## src/rtl/serial_cmd_pkg.sv

```systemverilog
`default_nettype none
// ============================================================================
//  Module      : serial_cmd_pkg
//  Description : Shared definitions for the serial command path (collector
//                and decoder): FSM state encoding, default framing bytes and
//                the depth of the shared byte fifo.
//  Revision    : 1.0 - initial release
// ============================================================================
package serial_cmd_pkg;

   // Collector FSM state encoding
   typedef enum logic [2:0] {
      ST_IDLE    = 3'd0,
      ST_COLLECT = 3'd1,
      ST_READY   = 3'd2,
      ST_ACK     = 3'd3,
      ST_FLUSH   = 3'd4
   } state_t;

   // Framing markers, also used by serial_cmd_decoder
   localparam logic [7:0] DEFAULT_SOF_BYTE = 8'hFF;
   localparam logic [7:0] DEFAULT_EOF_BYTE = 8'hEE;

   // Depth of the shared byte fifo; a frame must fit in it completely
   localparam int FIFO_DEPTH = 16;

endpackage
`default_nettype wire

```

## src/rtl/serial_cmd_timeout.sv

```systemverilog
`default_nettype none
// ============================================================================
//  Module      : serial_cmd_timeout
//  Description : Loadable 23-bit inter-byte watchdog. The counter is cleared
//                by i_restart, counts while i_enable is high and saturates at
//                all-ones. o_expired flags that the count has reached
//                TIMEOUT_CYCLES-1 while enabled.
//  Revision    : 1.0 - initial release
//
//  Ports:
//    clk        in   system clock
//    rst        in   asynchronous active-high reset
//    i_restart  in   load counter with zero (has priority over i_enable)
//    i_enable   in   count this cycle
//    o_expired  out  counter reached TIMEOUT_CYCLES-1 while enabled
// ============================================================================
module serial_cmd_timeout #(
   parameter int TIMEOUT_CYCLES = 5000000
) (
   input  logic clk,
   input  logic rst,
   input  logic i_restart,
   input  logic i_enable,
   output logic o_expired
);

   localparam logic [22:0] c_limit = 23'(TIMEOUT_CYCLES - 1);
   localparam logic [22:0] c_sat   = 23'h7F_FFFF;

   logic [22:0] r_timer;

   always_ff @(posedge clk or posedge rst) begin
      if (rst) begin
         r_timer <= '0;
      end else if (i_restart) begin
         r_timer <= '0;
      end else if (i_enable && (r_timer != c_sat)) begin
         r_timer <= r_timer + 23'd1;
      end
   end

   // Greater-or-equal keeps the flag up once saturated
   assign o_expired = i_enable && (r_timer >= c_limit);

endmodule
`default_nettype wire

```

## src/rtl/serial_cmd_collector.sv

```systemverilog
`default_nettype none
// ============================================================================
//  Module      : serial_cmd_collector
//  Description : Framing stage between the UART receiver and the shared byte
//                fifo. Hunts for SOF, pushes the frame up to and including
//                EOF, raises o_cmd_ready, runs the processed/received
//                handshake with the decoder and clears the fifo after bad,
//                overlong, timed-out or partially consumed frames.
//  Revision    : 1.0 - initial release
//
//  Ports:
//    clk, rst                     clock / asynchronous active-high reset
//    i_rx_data, i_rx_valid        byte stream from the UART receiver
//    o_fifo_push, o_fifo_data     registered push into the fifo
//    o_fifo_clear                 one-cycle fifo clear
//    o_cmd_ready                  complete frame waiting in the fifo
//    i_cmd_processed              decoder finished with the frame
//    i_cmd_bytes_processed        bytes the decoder popped
//    i_cmd_decode_success         decoder verdict
//    o_cmd_processed_received     acknowledge to the decoder
//    o_cmd_bytes                  length of the current / last frame
//    o_last_decode_ok             verdict latched for the last frame
//    o_err_overflow/o_err_timeout sticky error flags
//    o_frame_count                frames handed to the decoder
// ============================================================================
module serial_cmd_collector
   import serial_cmd_pkg::*;
#(
   parameter logic [7:0] SOF_BYTE       = DEFAULT_SOF_BYTE,
   parameter logic [7:0] EOF_BYTE       = DEFAULT_EOF_BYTE,
   parameter int         MAX_CMD_BYTES  = FIFO_DEPTH,
   parameter int         TIMEOUT_CYCLES = 5000000
) (
   input  logic        clk,
   input  logic        rst,
   input  logic [7:0]  i_rx_data,
   input  logic        i_rx_valid,
   output logic        o_fifo_push,
   output logic [7:0]  o_fifo_data,
   output logic        o_fifo_clear,
   output logic        o_cmd_ready,
   input  logic        i_cmd_processed,
   input  logic [7:0]  i_cmd_bytes_processed,
   input  logic        i_cmd_decode_success,
   output logic        o_cmd_processed_received,
   output logic [7:0]  o_cmd_bytes,
   output logic        o_last_decode_ok,
   output logic        o_err_overflow,
   output logic        o_err_timeout,
   output logic [15:0] o_frame_count
);

   // A non-EOF byte arriving while this many bytes are stored would make the
   // frame full without a terminator, so it is rejected.
   localparam logic [7:0] c_last_slot = 8'(MAX_CMD_BYTES - 1);

   state_t      r_state;
   state_t      w_next_state;

   logic        r_fifo_push;
   logic [7:0]  r_fifo_data;
   logic        r_cmd_ready;
   logic [7:0]  r_cmd_bytes;
   logic        r_last_ok;
   logic [7:0]  r_bytes_proc;
   logic        r_err_overflow;
   logic        r_err_timeout;
   logic [15:0] r_frame_count;

   logic        w_push;
   logic        w_first;
   logic        w_count;
   logic        w_set_ovf;
   logic        w_set_to;
   logic        w_latch;
   logic        w_clear;
   logic        w_ack;
   logic        w_expired;
   logic        w_collecting;

   // ---------------------------------------------------------------------
   // Inter-byte watchdog: held at zero outside COLLECT and on every byte
   // ---------------------------------------------------------------------
   assign w_collecting = (r_state == ST_COLLECT);

   serial_cmd_timeout #(
      .TIMEOUT_CYCLES (TIMEOUT_CYCLES)
   ) u_timeout (
      .clk       (clk),
      .rst       (rst),
      .i_restart (!w_collecting || i_rx_valid),
      .i_enable  (w_collecting),
      .o_expired (w_expired)
   );

   // ---------------------------------------------------------------------
   // FSM state register
   // ---------------------------------------------------------------------
   always_ff @(posedge clk or posedge rst) begin
      if (rst) begin
         r_state <= ST_IDLE;
      end else begin
         r_state <= w_next_state;
      end
   end

   // ---------------------------------------------------------------------
   // FSM next state and control strobes
   // ---------------------------------------------------------------------
   always_comb begin
      w_next_state = r_state;
      w_push       = 1'b0;
      w_first      = 1'b0;
      w_count      = 1'b0;
      w_set_ovf    = 1'b0;
      w_set_to     = 1'b0;
      w_latch      = 1'b0;
      w_clear      = 1'b0;
      w_ack        = 1'b0;

      case (r_state)
         ST_IDLE: begin
            if (i_rx_valid && (i_rx_data == SOF_BYTE)) begin
               w_push       = 1'b1;
               w_first      = 1'b1;
               w_next_state = ST_COLLECT;
            end
         end

         ST_COLLECT: begin
            // A byte arriving on the expiry cycle still counts as in time
            if (i_rx_valid) begin
               if (i_rx_data == EOF_BYTE) begin
                  w_push       = 1'b1;
                  w_count      = 1'b1;
                  w_next_state = ST_READY;
               end else if (r_cmd_bytes == c_last_slot) begin
                  w_set_ovf    = 1'b1;
                  w_next_state = ST_FLUSH;
               end else begin
                  w_push  = 1'b1;
                  w_count = 1'b1;
               end
            end else if (w_expired) begin
               w_set_to     = 1'b1;
               w_next_state = ST_FLUSH;
            end
         end

         ST_READY: begin
            if (i_cmd_processed) begin
               w_latch      = 1'b1;
               w_next_state = ST_ACK;
            end
         end

         ST_ACK: begin
            w_ack = 1'b1;
            if (!i_cmd_processed) begin
               // Leftover bytes in the fifo or a rejected frame force a clear
               if (!r_last_ok || (r_bytes_proc != r_cmd_bytes)) begin
                  w_next_state = ST_FLUSH;
               end else begin
                  w_next_state = ST_IDLE;
               end
            end
         end

         ST_FLUSH: begin
            w_clear      = 1'b1;
            w_next_state = ST_IDLE;
         end

         default: begin
            w_next_state = ST_IDLE;
         end
      endcase
   end

   // ---------------------------------------------------------------------
   // Datapath registers
   // ---------------------------------------------------------------------
   always_ff @(posedge clk or posedge rst) begin
      if (rst) begin
         r_fifo_push    <= 1'b0;
         r_fifo_data    <= '0;
         r_cmd_ready    <= 1'b0;
         r_cmd_bytes    <= '0;
         r_last_ok      <= 1'b0;
         r_bytes_proc   <= '0;
         r_err_overflow <= 1'b0;
         r_err_timeout  <= 1'b0;
         r_frame_count  <= '0;
      end else begin
         r_fifo_push <= w_push;
         if (w_push) begin
            r_fifo_data <= i_rx_data;
         end

         if (w_first) begin
            r_cmd_bytes <= 8'd1;
         end else if (w_count) begin
            r_cmd_bytes <= r_cmd_bytes + 8'd1;
         end else if (w_clear) begin
            r_cmd_bytes <= '0;
         end

         // Rises one cycle after entering READY, i.e. one cycle after the
         // EOF push, so the EOF byte is already in the fifo.
         r_cmd_ready <= (r_state == ST_READY) && (w_next_state == ST_READY);

         if (w_latch) begin
            r_last_ok     <= i_cmd_decode_success;
            r_bytes_proc  <= i_cmd_bytes_processed;
            r_frame_count <= r_frame_count + 16'd1;
         end

         if (w_set_ovf) begin
            r_err_overflow <= 1'b1;
         end
         if (w_set_to) begin
            r_err_timeout <= 1'b1;
         end
      end
   end

   assign o_fifo_push              = r_fifo_push;
   assign o_fifo_data              = r_fifo_data;
   assign o_fifo_clear             = w_clear;
   assign o_cmd_ready              = r_cmd_ready;
   assign o_cmd_processed_received = w_ack;
   assign o_cmd_bytes              = r_cmd_bytes;
   assign o_last_decode_ok         = r_last_ok;
   assign o_err_overflow           = r_err_overflow;
   assign o_err_timeout            = r_err_timeout;
   assign o_frame_count            = r_frame_count;

endmodule
`default_nettype wire
```

## config.mk

```make
export PLATFORM = sky130hd
export DESIGN_NAME = serial_cmd_collector
export DESIGN_NICKNAME = d
export VERILOG_FILES = /design/src/rtl/serial_cmd_pkg.sv /design/src/rtl/serial_cmd_timeout.sv /design/src/rtl/serial_cmd_collector.sv
export SDC_FILE = /design/constraint.sdc
export NUM_CORES = 1
export LEC_CHECK = 0
export BUFFER_PORTS_ARGS = -buffer_cell sky130_fd_sc_hd__buf_2
export CORE_UTILIZATION = 36
export CTS_BUF_LIST = sky130_fd_sc_hd__clkbuf_4 sky130_fd_sc_hd__clkbuf_8
export DETAILED_ROUTE_END_ITERATION = 7
export HOLD_SLACK_MARGIN = 0.06
export SYNTH_ARGS = -nofsm -noshare
export SYNTH_HDL_FRONTEND = slang
export SYNTH_SLANG_ARGS = --single-unit
```

## constraint.sdc

```tcl
create_clock -name clk -period 4 [get_ports clk]
set_input_delay 0.4 -clock clk [delete_from_list [all_inputs] [get_ports clk]]
set_output_delay 0.4 -clock clk [all_outputs]
set_load 0.03 [all_outputs]
```

# Yosys cells after proc, flatten, opt, wreduce, memory -nomap -nowiden

Index checks and enable logic that the tools add are counted.

Add/sub/neg operators: 3
$lt $le $gt $ge: 1
Eq/ne operators: 10
Multiplexer cells: 32
Reduce and logical (&&, ||, !) cells: 11

Operators with widths:

| cell                                                            | count |
|---|---|
| 23-bit 2-to-1 mux                                               | 2 |
| 3-bit 2-to-1 mux                                                | 8 |
| 8-bit 2-to-1 mux                                                | 3 |
| 23-bit by 1-bit adder with 23-bit output, second input constant | 1 |
| 23-bit greater-or-equal comparator, second input constant       | 1 |
| 23-bit != test, second input constant                           | 1 |
| 1-bit 2-to-1 mux                                                | 17 |
| 16-bit by 1-bit adder with 16-bit output, second input constant | 1 |
| 8-bit == test, second input constant                            | 2 |
| 3-bit one-hot mux with 4 select lines                           | 1 |
| 3-bit by 2-bit == test with 1-bit output, second input constant | 3 |
| 8-bit by 1-bit adder with 8-bit output, second input constant   | 1 |
| 8-bit by 4-bit == test with 1-bit output, second input constant | 1 |
| 8-bit != test                                                   | 1 |
| 1-bit logical AND                                               | 4 |
| 3-bit by 1-bit == test with 1-bit output, second input constant | 1 |
| 3-bit == test, second input constant                            | 1 |
| 3-bit zero test                                                 | 1 |
| 3-bit nonzero test                                              | 1 |
| 1-bit zero test                                                 | 2 |
| 1-bit logical OR                                                | 2 |
| 1-bit one-hot mux with 2 select lines                           | 1 |
| 2-bit nonzero test                                              | 1 |

Register bits: 71
Input port bits: 21

# Logic depth before layout (Yosys ltp)

Gate-level depths: netlist of run 1.

Depth in word-level cells: 7
Gate-level depth with buffers: 7

# Cells and area by module

Synthesis of run 1 repeated with hierarchy kept, for this count alone.

Cell total of the unflattened synthesis: 337
Area total of the unflattened synthesis: 3,686.0 um^2

Modules (own cells, without submodules):

| module               | times used | cells an instance | area each (um^2) | seq. area each (um^2) |
|---|---|---|---|---|
| serial_cmd_collector | 1          | 190               | 2,245.9          | 1,201.2 |
| serial_cmd_timeout   | 1          | 147               | 1,440.1          | 575.6 |

# Worst setup path after synthesis of run 1

Ideal clock, no wire load.

Kind: flip-flop to flip-flop
From: register r_state[0]
To: register r_cmd_bytes[5], in the netlist o_cmd_bytes[5]
Arrival: 1.902 ns
Required time: 3.879 ns
Slack: 1.977 ns
Cell stages (with the launch flop): 6
Path buffers: 1
Cell sequence: dfrtp_1 buf_2 nor3b_1 a211oi_2 o21bai_1 a22o_1

Elaborated cells between the ends (all ways): 9

RTL lines:

| what                         | RTL line                    | source |
|---|---|---|
| from (decl)                  | serial_cmd_collector.sv:57  | `state_t r_state;` |
| from (signal assigned)       | serial_cmd_collector.sv:103 | `r_state <= w_next_state;` |
| 3-bit == test                | serial_cmd_collector.sv:121 | `case (r_state)` |
| 1-bit 2-to-1 mux             | serial_cmd_collector.sv:121 |  |
| via o_fifo_clear             | serial_cmd_collector.sv:40  | `output logic o_fifo_clear,` |
| 3-bit nonzero test (no line) | -                           |  |
| to (signal assigned)         | serial_cmd_collector.sv:203 | `r_cmd_bytes <= r_cmd_bytes + 8'd1;` |
| to (decl)                    | serial_cmd_collector.sv:63  | `logic [7:0] r_cmd_bytes;` |

The timed path passes the listed nets, and every way through them passes these cells.
A chain may end at the register's enable or synchronous reset.

# Worst setup path in the final report of run 1

From: register r_state[0]
To: register r_frame_count[12], in the netlist o_frame_count[12]

Word-level cells in the longest chain between the ends: 2

RTL lines:

| what                                     | RTL line                    | source |
|---|---|---|
| 3-bit by 2-bit == test with 1-bit output | serial_cmd_collector.sv:121 |  |
| 1-bit 2-to-1 mux                         | serial_cmd_collector.sv:121 |  |
| to (signal assigned)                     | serial_cmd_collector.sv:215 | `r_frame_count <= r_frame_count + 16'd1;` |
| to (decl)                                | serial_cmd_collector.sv:68  | `logic [15:0] r_frame_count;` |

Every way passes these cells.

==> results.json, run 1 <==
{
  "required_ns": 4.27,
  "clk_transition_reported_paths_ns": 0.08,
  "min-delay-path-class": "in2async",
  "die_x_um": 102,
  "layout-area-overhead-vs-synth_pct": 18.0,
  "detailed_place_hpwl_um": 5410,
  "cts_tree": "done",
  "numCtsBuffers": 9,
  "utilization_pct": 43.4,
  "drt-pass1-iter-count": 4,
  "synth_enable_flop_cells": 0,
  "cts_post_setup_buffers_inserted": 0,
  "clock_latency_ns": 0.34,
  "synth_fp_nets": 361,
  "timing.final.crit_period_ns": 2.11,
  "layout_worst_path_cycle_share_pct": 52.8,
  "grt_first_pass_wirelength_um": 12200,
  "status": "finished clean",
  "crit_end_element": "register",
  "routedWlPerCell_um": 14.0,
  "cts.root.buffer_cell": "sky130_fd_sc_hd__clkbuf_8",
  "critical_path_peak_fanout": 15,
  "drv_slew": 0,
  "antenna_violations_before_repair": 0,
  "routed-via-count": 2793,
  "buffer_ports.inserted": 59,
  "drc_marker_count_from_the_first_detailed_route_iteration": 110,
  "ioPinCount": 60,
  "die_h_um": 102,
  "num_rows": 36,
  "ys_ff_latch": 71,
  "synth_warnings": 0,
  "startpoint_type": "register",
  "syn-mean-instance-area_sq_um": 10.6,
  "top_cell_type_by_total_area_after_synthesis": "sky130_fd_sc_hd__dfrtp_1",
  "drive_above_1_share_pct": 25.6,
  "num_antenna_cells": 0,
  "synthCells": 337,
  "synth_top_area_share_pct": 49.6,
  "grt_overflow": 0,
  "ir_worst_vdd_v": 0.000173,
  "syn-cell-area_sq_mm": 0.00358,
  "total_routing_resource_utilization_after_global_routing_pct": 15.1,
  "power.density_mw_per_mm2": 421,
  "postSynth.asyncResetShare_pct": 100,
  "initial_util_pct": 36.8,
  "cts.htree.levels": 3,
  "p_leak_uw": 0.00198,
  "cts.repair.resized": 0,
  "grt_pass1_vias": 2596,
  "synth.top_cells.by_count": "sky130_fd_sc_hd__dfrtp_1, sky130_fd_sc_hd__nor2_1, sky130_fd_sc_hd__nand2_1",
  "finClkSkew_ns": 0.00906,
  "worst_slew_margin_rel_pct": 40.3,
  "synth.most_common_cell": "sky130_fd_sc_hd__dfrtp_1",
  "critical_path_at_ns": 2.38,
  "n_fill_cell": 983,
  "synth-main-ff-cell": "sky130_fd_sc_hd__dfrtp_1",
  "cts.path.max_buffers": 2,
  "worst_pin_slew_ns": 0.893,
  "clock_sink_count": 71,
  "fp.coreArea_sq_mm": 0.00973,
  "ant_nets": 0,
  "timing.final.setup_violations": 0,
  "drc_errors": 0,
  "achievable-frequency_mhz": 473,
  "yosysSeqAreaShare_pct": 49.6,
  "grt_start_max_net_pins": 44,
  "floorplan.die_area_sq_mm": 0.0104,
  "worst-setup-path-type": "reg2reg",
  "number_of_distinct_standard_cells_referenced_by_the_synthesized_netlist": 56,
  "routabilityCongestion": 0.814,
  "vias_per_std_cell": 5.18,
  "synth_top_cells_by_area": "sky130_fd_sc_hd__dfrtp_1, sky130_fd_sc_hd__xnor2_1, sky130_fd_sc_hd__xor2_1",
  "cap_violations": 0,
  "postCtsHoldBufs": 0,
  "finalNetCount": 425,
  "grt_setup_unrepaired": "false",
  "hold_viol_final": 0,
  "drt_wl_total_um": 7570,
  "final.setup.tns_ns": 0
}
[path summary, 6_finish.rpt]
check                      cells after the start                     to  slack (ns)                startpoint
min in group clk                               2        r_bytes_proc[3]        0.29  i_cmd_bytes_processed[3]
max                                            6      o_frame_count[12]        1.89                r_state[0]
min reg2reg                                    1          o_err_timeout        0.46             o_err_timeout
max reg2reg                                    6      o_frame_count[12]        1.89                r_state[0]
max in group asynchronous                      3  u_timeout.r_timer[16]        2.89                       rst
min                                            2      o_frame_count[15]        0.13                       rst
[stage by stage]
stage	area, sq um	worst slack [ns]	std cells	hold WS [ns]	total power, uW
finish	4230	1.89	539	0.128	1780
global route	4230	1.73	539	0.179	1870
CTS	4230	1.86	539	0.146	1800
detailed placement	4020	1.87	523	0.447	1210
global placement	4020	1.87	523	0.438	1200
floorplan	3580	1.80	337	0.485	1100
[placed cells by master (no fill, tap or decap), types with 3 or more instances in the layout]
cell type	count
sky130_fd_sc_hd__a211oi_1	4
sky130_fd_sc_hd__or4_1	5
sky130_fd_sc_hd__buf_4	3
sky130_fd_sc_hd__and2_1	3
sky130_fd_sc_hd__nand4_1	14
sky130_fd_sc_hd__a21oi_1	10
sky130_fd_sc_hd__nor3_1	6
sky130_fd_sc_hd__nand3_1	11
sky130_fd_sc_hd__or3_1	3
sky130_fd_sc_hd__mux2_1	7
sky130_fd_sc_hd__ha_1	3
sky130_fd_sc_hd__o211ai_1	7
sky130_fd_sc_hd__dfrtp_1	71
sky130_fd_sc_hd__xnor2_1	22
sky130_fd_sc_hd__xor2_1	15
sky130_fd_sc_hd__o2111ai_1	4
sky130_fd_sc_hd__and4_1	3
sky130_fd_sc_hd__clkinvlp_4	3
sky130_fd_sc_hd__nand2_1	24
sky130_fd_sc_hd__a21o_1	4
sky130_fd_sc_hd__inv_1	8
sky130_fd_sc_hd__clkbuf_8	10
sky130_fd_sc_hd__o21ai_0	10
sky130_fd_sc_hd__buf_2	59
sky130_fd_sc_hd__nor4_1	4
sky130_fd_sc_hd__and3_1	7
sky130_fd_sc_hd__mux2_2	11
sky130_fd_sc_hd__nor2_1	34
[critical path: stages (launching register included)]
cell and delay (ns):
sky130_fd_sc_hd__dfrtp_1 0.49, sky130_fd_sc_hd__nor4bb_2 0.35, sky130_fd_sc_hd__buf_4 0.28, sky130_fd_sc_hd__and3_1 0.29, sky130_fd_sc_hd__nand4_1 0.28, sky130_fd_sc_hd__nor2_1 0.20
sky130_fd_sc_hd__xor2_1 0.16
[area by class of cell]
cell class | count | area [sq um] | area share, %
Sequential cell | 71 | 1780 | 42.0
Multi-Input combinational cell | 248 | 1730 | 40.9
Timing Repair Buffer | 62 | 318 | 7.52
Tap cell | 133 | 166 | 3.94
Clock buffer | 11 | 145 | 3.43
Clock inverter | 5 | 57.6 | 1.36
Inverter | 9 | 33.8 | 0.799
[report_power, final]
group	total, uW	internal (uW)	leakage, uW	switching, uW
Combinational	353	125	0.000924	228
Clock	585	311	0.0000950	274
Sequential	839	783	0.000964	56.2
Total	1780	1220	0.00198	558
[per-layer routing]
layer,routed length [um],GRT usage (%),vias up,part of all wire (%)
met5,0,0,-,0
met4,134,7.02,0,1.8
met3,205,2.76,13,2.7
met2,3590,23.6,43,47
met1,3640,20.3,1390,48
li1,-,-,1347,-
[state kept, by name (all words and copies together), names as in the netlist]
name	count
o_frame_count	16
o_fifo_push	1
o_cmd_ready	1
r_state	3
o_fifo_data	8
o_cmd_bytes	8
u_timeout.r_timer	23
r_bytes_proc	8
o_err_overflow	1
o_err_timeout	1
o_last_decode_ok	1
[cell families after synthesis]
family | synth area share [%]
fa+ha+maj | 1.05
xor+xnor | 9.05
simple gates | 21.5
mux | 5.94
compound gates | 10.5
flops | 49.6
buf+inv | 2.31
Note: power is estimated with default switching activity, not from simulation.
==> run 2, diff against run 1 <==
Clock period 4 ns to 2.05 ns, I/O delays scaled along.
==> results.json, run 2 (synthesis gave the netlist of run 1 again) <==
{
  "status": "finished clean",
  "cts_tree": "done",
  "routabilityCongestion": 0.841,
  "grt_pass1_vias": 2759,
  "cts.htree.levels": 3,
  "drv_slew": 0,
  "drc_marker_count_from_the_first_detailed_route_iteration": 123,
  "placed_cell_area_sq_mm": 0.00418,
  "floorplan.die_area_sq_mm": 0.0104,
  "cts.root.buffer_cell": "sky130_fd_sc_hd__clkbuf_8",
  "die_x_um": 102,
  "num_antenna_cells": 0,
  "critical_path_peak_fanout": 9,
  "timing.final.crit_period_ns": 1.93,
  "min-delay-path-class": "in2reg",
  "routed-via-count": 2832,
  "critical_path_at_ns": 2.16,
  "p_leak_uw": 0.00210,
  "r2r_cells": 5,
  "finalNetCount": 447,
  "clock_latency_ns": 0.34,
  "r2r_start": "o_cmd_bytes[7]",
  "mostFrequentLayoutCell": "sky130_fd_sc_hd__dfrtp_1",
  "drc_errors": 0,
  "top_library_cells_by_usage_in_the_layout_fill_and_taps_aside": "sky130_fd_sc_hd__dfrtp_1, sky130_fd_sc_hd__buf_2, sky130_fd_sc_hd__nor2_1",
  "finClkSkew_ns": 0.0110,
  "report.power.total_uw": 3510,
  "worst-setup-path-type": "reg2reg",
  "total_routing_resource_utilization_after_global_routing_pct": 16.6,
  "numCtsBuffers": 9,
  "ir_worst_vdd_v": 0.000323,
  "design_area_sq_mm": 0.00442,
  "vias_per_std_cell": 5.05,
  "regMostFlops": "u_timeout.r_timer",
  "cts_post_setup_buffers_inserted": 0,
  "rrSetupSlack_ns": 0.12,
  "min_delay_path_depth": 2,
  "crit_end_element": "register",
  "clock_sink_count": 71,
  "grt_setup_unrepaired": "false",
  "cts.path.max_buffers": 2,
  "worst_pin_slew_ns": 0.556,
  "routedWlPerCell_um": 13.9,
  "grt_start_max_net_pins": 27,
  "power.density_mw_per_mm2": 793,
  "grt_first_pass_wirelength_um": 13200,
  "drt-pass1-iter-count": 5,
  "ant_nets": 0,
  "drt_wl_total_um": 7810,
  "cap_violations": 0,
  "clk_transition_reported_paths_ns": 0.08,
  "grt_overflow": 0,
  "timing.final.setup_violations": 0,
  "required_ns": 2.27,
  "worst_r2r_endpoint": "o_fifo_data[2]",
  "layout_worst_path_cycle_share_pct": 94.4,
  "worst_slew_margin_rel_pct": 62.8,
  "drive_above_1_share_pct": 29.7,
  "min_delay_worst_endpoint": "r_bytes_proc[3]",
  "detailed_place_hpwl_um": 5750,
  "achievable-frequency_mhz": 517,
  "whs_ns": 0.0902,
  "final.setup.tns_ns": 0,
  "largest_register_ffs": 23,
  "worst_hold_startpoint": "i_cmd_bytes_processed[3]",
  "antenna_violations_before_repair": 0,
  "die_h_um": 102,
  "startpoint_type": "register",
  "hold_viol_final": 0,
  "num_rows": 36,
  "ioPinCount": 60,
  "layout-area-overhead-vs-synth_pct": 23.5,
  "initial_util_pct": 36.8,
  "fp.coreArea_sq_mm": 0.00973,
  "buffer_ports.inserted": 59
}
[run 2: power by group]
group	internal (uW)	switching (uW)	total, uW
Combinational	288	504	792
Sequential	1530	83.1	1610
Clock	563	542	1110
Total	2380	1130	3510
[run 2: repair_timing]
item / 4_1_cts / 5_1_grt
hold endpoints to repair: 23 / 0
hold buffers: 1 / 0
resized for setup: 0 / 5
endpoints found under the setup margin: 0 / 4
[run 2: final cells by class]
cell class | count | area (sq um)
Clock buffer | 9 | 124
Clock inverter | 7 | 73.8
Fill cell | 933 | 5310
Inverter | 9 | 33.8
Multi-Input combinational cell | 248 | 1760
Sequential cell | 71 | 1780
Tap cell | 133 | 166
Timing Repair Buffer | 84 | 485
[run 2: through the flow]
| stage | utilization (%) | worst slack (ns) | cells |
|---|---|---|---|
| after floorplan | - | 0.0267 | 337 |
| after global placement | 43.0 | 0.124 | 544 |
| after detailed placement | 43.0 | 0.0945 | 544 |
| after CTS | 45.1 | 0.0803 | 561 |
| after global routing | 45.5 | 0.00164 | 561 |
| final | 45.5 | 0.116 | 561 |
[run 2: worst max-delay path, stage by stage, from the launching register on]
cell	delay, ns
sky130_fd_sc_hd__dfrtp_1	0.45
sky130_fd_sc_hd__nor4_1	0.45
sky130_fd_sc_hd__nand2_2	0.19
sky130_fd_sc_hd__a21oi_1	0.29
sky130_fd_sc_hd__nor2_4	0.11
sky130_fd_sc_hd__mux2_1	0.33
[run 2: how the worst max path moves through the flow]
stage | startpoint | slack, ns | to
floorplan | r_state[0] | 0.03 | o_cmd_bytes[5]
global placement | r_state[2] | 0.12 | o_cmd_bytes[5]
detailed placement | r_state[2] | 0.09 | o_cmd_bytes[5]
CTS | r_state[2] | 0.08 | o_cmd_bytes[5]
global route | r_state[0] | 0.002 | o_fifo_data[2]
finish | o_cmd_bytes[7] | 0.12 | o_fifo_data[2]
[run 2: layer usage]
metal	routed length [um]	GRT usage [%]	vias to the layer above
met3	255	5.11	8
met4	100	5.80	0
li1	-	-	1391
met1	3830	22.1	1382
met5	0	0	-
met2	3630	25.4	51
==> run 3, diff against run 2 <==
Settings changed: CORE_MARGIN set to 4.
==> results.json, run 3 (synthesis gave the netlist of run 1 again) <==
{
  "clk_transition_reported_paths_ns": 0.08,
  "startpoint_type": "register",
  "regMostFlops": "u_timeout.r_timer",
  "num_antenna_cells": 0,
  "top_library_cells_by_usage_in_the_layout_fill_and_taps_aside": "sky130_fd_sc_hd__dfrtp_1, sky130_fd_sc_hd__buf_2, sky130_fd_sc_hd__nor2_1",
  "min-delay-path-class": "in2reg",
  "grt_pass1_vias": 2795,
  "detailed_place_hpwl_um": 5910,
  "cp.buffers_inverters": 0,
  "status": "finished clean",
  "worst_pin_slew_ns": 0.503,
  "final.setup.tns_ns": 0,
  "met2_demand_to_capacity_share_in_global_routing_pct": 23.4,
  "grtUsageMet1_pct": 20.0,
  "routed-via-count": 2829,
  "cts.root.buffer_cell": "sky130_fd_sc_hd__clkbuf_8",
  "fp.coreArea_sq_mm": 0.00973,
  "initial_util_pct": 36.8,
  "achievable-frequency_mhz": 523,
  "r2r_cells": 5,
  "crit_slowest_cell": "sky130_fd_sc_hd__dfrtp_1",
  "numCtsBuffers": 9,
  "critical_path.top_delay_family": "compound AO/OA/AOI/OAI gates",
  "clock_latency_ns": 0.33,
  "worst-setup-path-type": "reg2reg",
  "num_rows": 36,
  "drv_slew": 0,
  "cts.path.max_buffers": 2,
  "routedWlPerCell_um": 14.3,
  "die_x_um": 108,
  "required_ns": 2.27,
  "numPlacedInstances": 542,
  "drive_above_1_share_pct": 29.1,
  "grt_first_pass_wirelength_um": 13700,
  "routabilityCongestion": 0.843,
  "drt_wl_total_um": 8010,
  "ant_nets": 0,
  "grt_setup_unrepaired": "false",
  "drc_errors": 0,
  "cap_violations": 0,
  "globalRouteMet3Util_pct": 2.76,
  "mostFrequentLayoutCell": "sky130_fd_sc_hd__dfrtp_1",
  "grt_start_max_net_pins": 37,
  "cts.htree.levels": 3,
  "power.density_mw_per_mm2": 829,
  "gr-max-usage-layer": "met2",
  "clock_sink_count": 71,
  "finalNetCount": 445,
  "critical_path_at_ns": 2.14,
  "floorplan.die_area_sq_mm": 0.0116,
  "total_routing_resource_utilization_after_global_routing_pct": 14.7,
  "report.power.total_uw": 3650,
  "finClkSkew_ns": 0.0107,
  "grt_overflow": 0,
  "crit_cells": 5,
  "critical_path.cell_chain": "or3b_4 -> a2111oi_2 -> a211oi_2 -> o21bai_1 -> a22o_1",
  "timing.final.setup_violations": 0,
  "hold_viol_final": 0,
  "crit_end_element": "register",
  "n_fill_cell": 955,
  "drt-pass1-iter-count": 4,
  "layout-area-overhead-vs-synth_pct": 23.0,
  "drc_marker_count_from_the_first_detailed_route_iteration": 132,
  "layout_worst_path_cycle_share_pct": 93.2,
  "cts_tree": "done",
  "ioPinCount": 60,
  "critical_path_peak_fanout": 8,
  "vias_per_std_cell": 5.06,
  "largest_register_ffs": 23,
  "min_delay_path_depth": 2,
  "cts_post_setup_buffers_inserted": 0,
  "antenna_violations_before_repair": 0,
  "ir_worst_vdd_v": 0.000355,
  "timing.final.crit_period_ns": 1.91,
  "p_leak_uw": 0.00210,
  "die_h_um": 108,
  "instances_no_fill": 559,
  "worst_path_largest_cell_delay_ns": 0.45,
  "worst_slew_margin_rel_pct": 66.4,
  "buffer_ports.inserted": 59
}
==> run 3: what timing repair did <==
item / CTS / global route
hold buffers: 1 / 0
gates resized for setup: 0 / 2
endpoints found under the hold margin: 71 / 0
endpoints found under the setup margin: 0 / 5
==> run 3: per-layer routing <==
metal,routed length (um),vias up
li1,-,1391
met1,3750,1365
met2,3810,59
met3,310,14
met4,138,0
met5,0,-
==> run 3: cell type report <==
| type | count | area, sq um | area share (%) |
|---|---|---|---|
| well taps | 133 | 166 | 3.78 |
| multi-input cells | 248 | 1730 | 39.3 |
| repair buffers | 82 | 470 | 10.7 |
| clock inverters | 5 | 81.3 | 1.85 |
| flip-flops and latches | 71 | 1780 | 40.3 |
| inverters | 9 | 33.8 | 0.767 |
| clock buffers | 11 | 145 | 3.29 |
==> run 3: per-stage QoR <==
stage          worst slack, ns  hold slack (ns)  utilization, %  area (sq um)
2_1_floorplan           0.0267            0.340               -          3580
3_3_place_gp             0.131            0.344            42.8          4170
3_5_place_dp            0.0641            0.354            42.8          4170
4_1_cts                 0.0594           0.0804            45.3          4400
5_1_grt                0.00463           0.0797            45.3          4410
6_report                 0.139            0.102            45.3          4410
==> run 3: where the power goes <==
group | internal, uW | switching (uW) | total, uW | leakage [uW]
Clock | 733 | 536 | 1270 | 0.000113
Sequential | 1530 | 86.5 | 1610 | 0.000964
Combinational | 281 | 487 | 768 | 0.00102
==> run 3: worst reg2reg max path: stages (launching register included) <==
cell                        delay [ns]
sky130_fd_sc_hd__dfrtp_1          0.45
sky130_fd_sc_hd__or3b_4           0.44
sky130_fd_sc_hd__a2111oi_2        0.39
sky130_fd_sc_hd__a211oi_2         0.14
sky130_fd_sc_hd__o21bai_1         0.19
sky130_fd_sc_hd__a22o_1           0.19
==> run 3: final timing paths <==
path,slack (ns),endpoint,startpoint
max in group asynchronous,1.19,u_timeout.r_timer[4],rst
worst max register to register,0.14,o_cmd_bytes[5],r_state[2]
worst min-delay path,0.10,r_bytes_proc[5],i_cmd_bytes_processed[5]
min in group asynchronous,0.51,o_frame_count[13],rst
worst max-delay path,0.14,o_cmd_bytes[5],r_state[2]
worst min register to register,0.47,o_frame_count[15],o_frame_count[15]
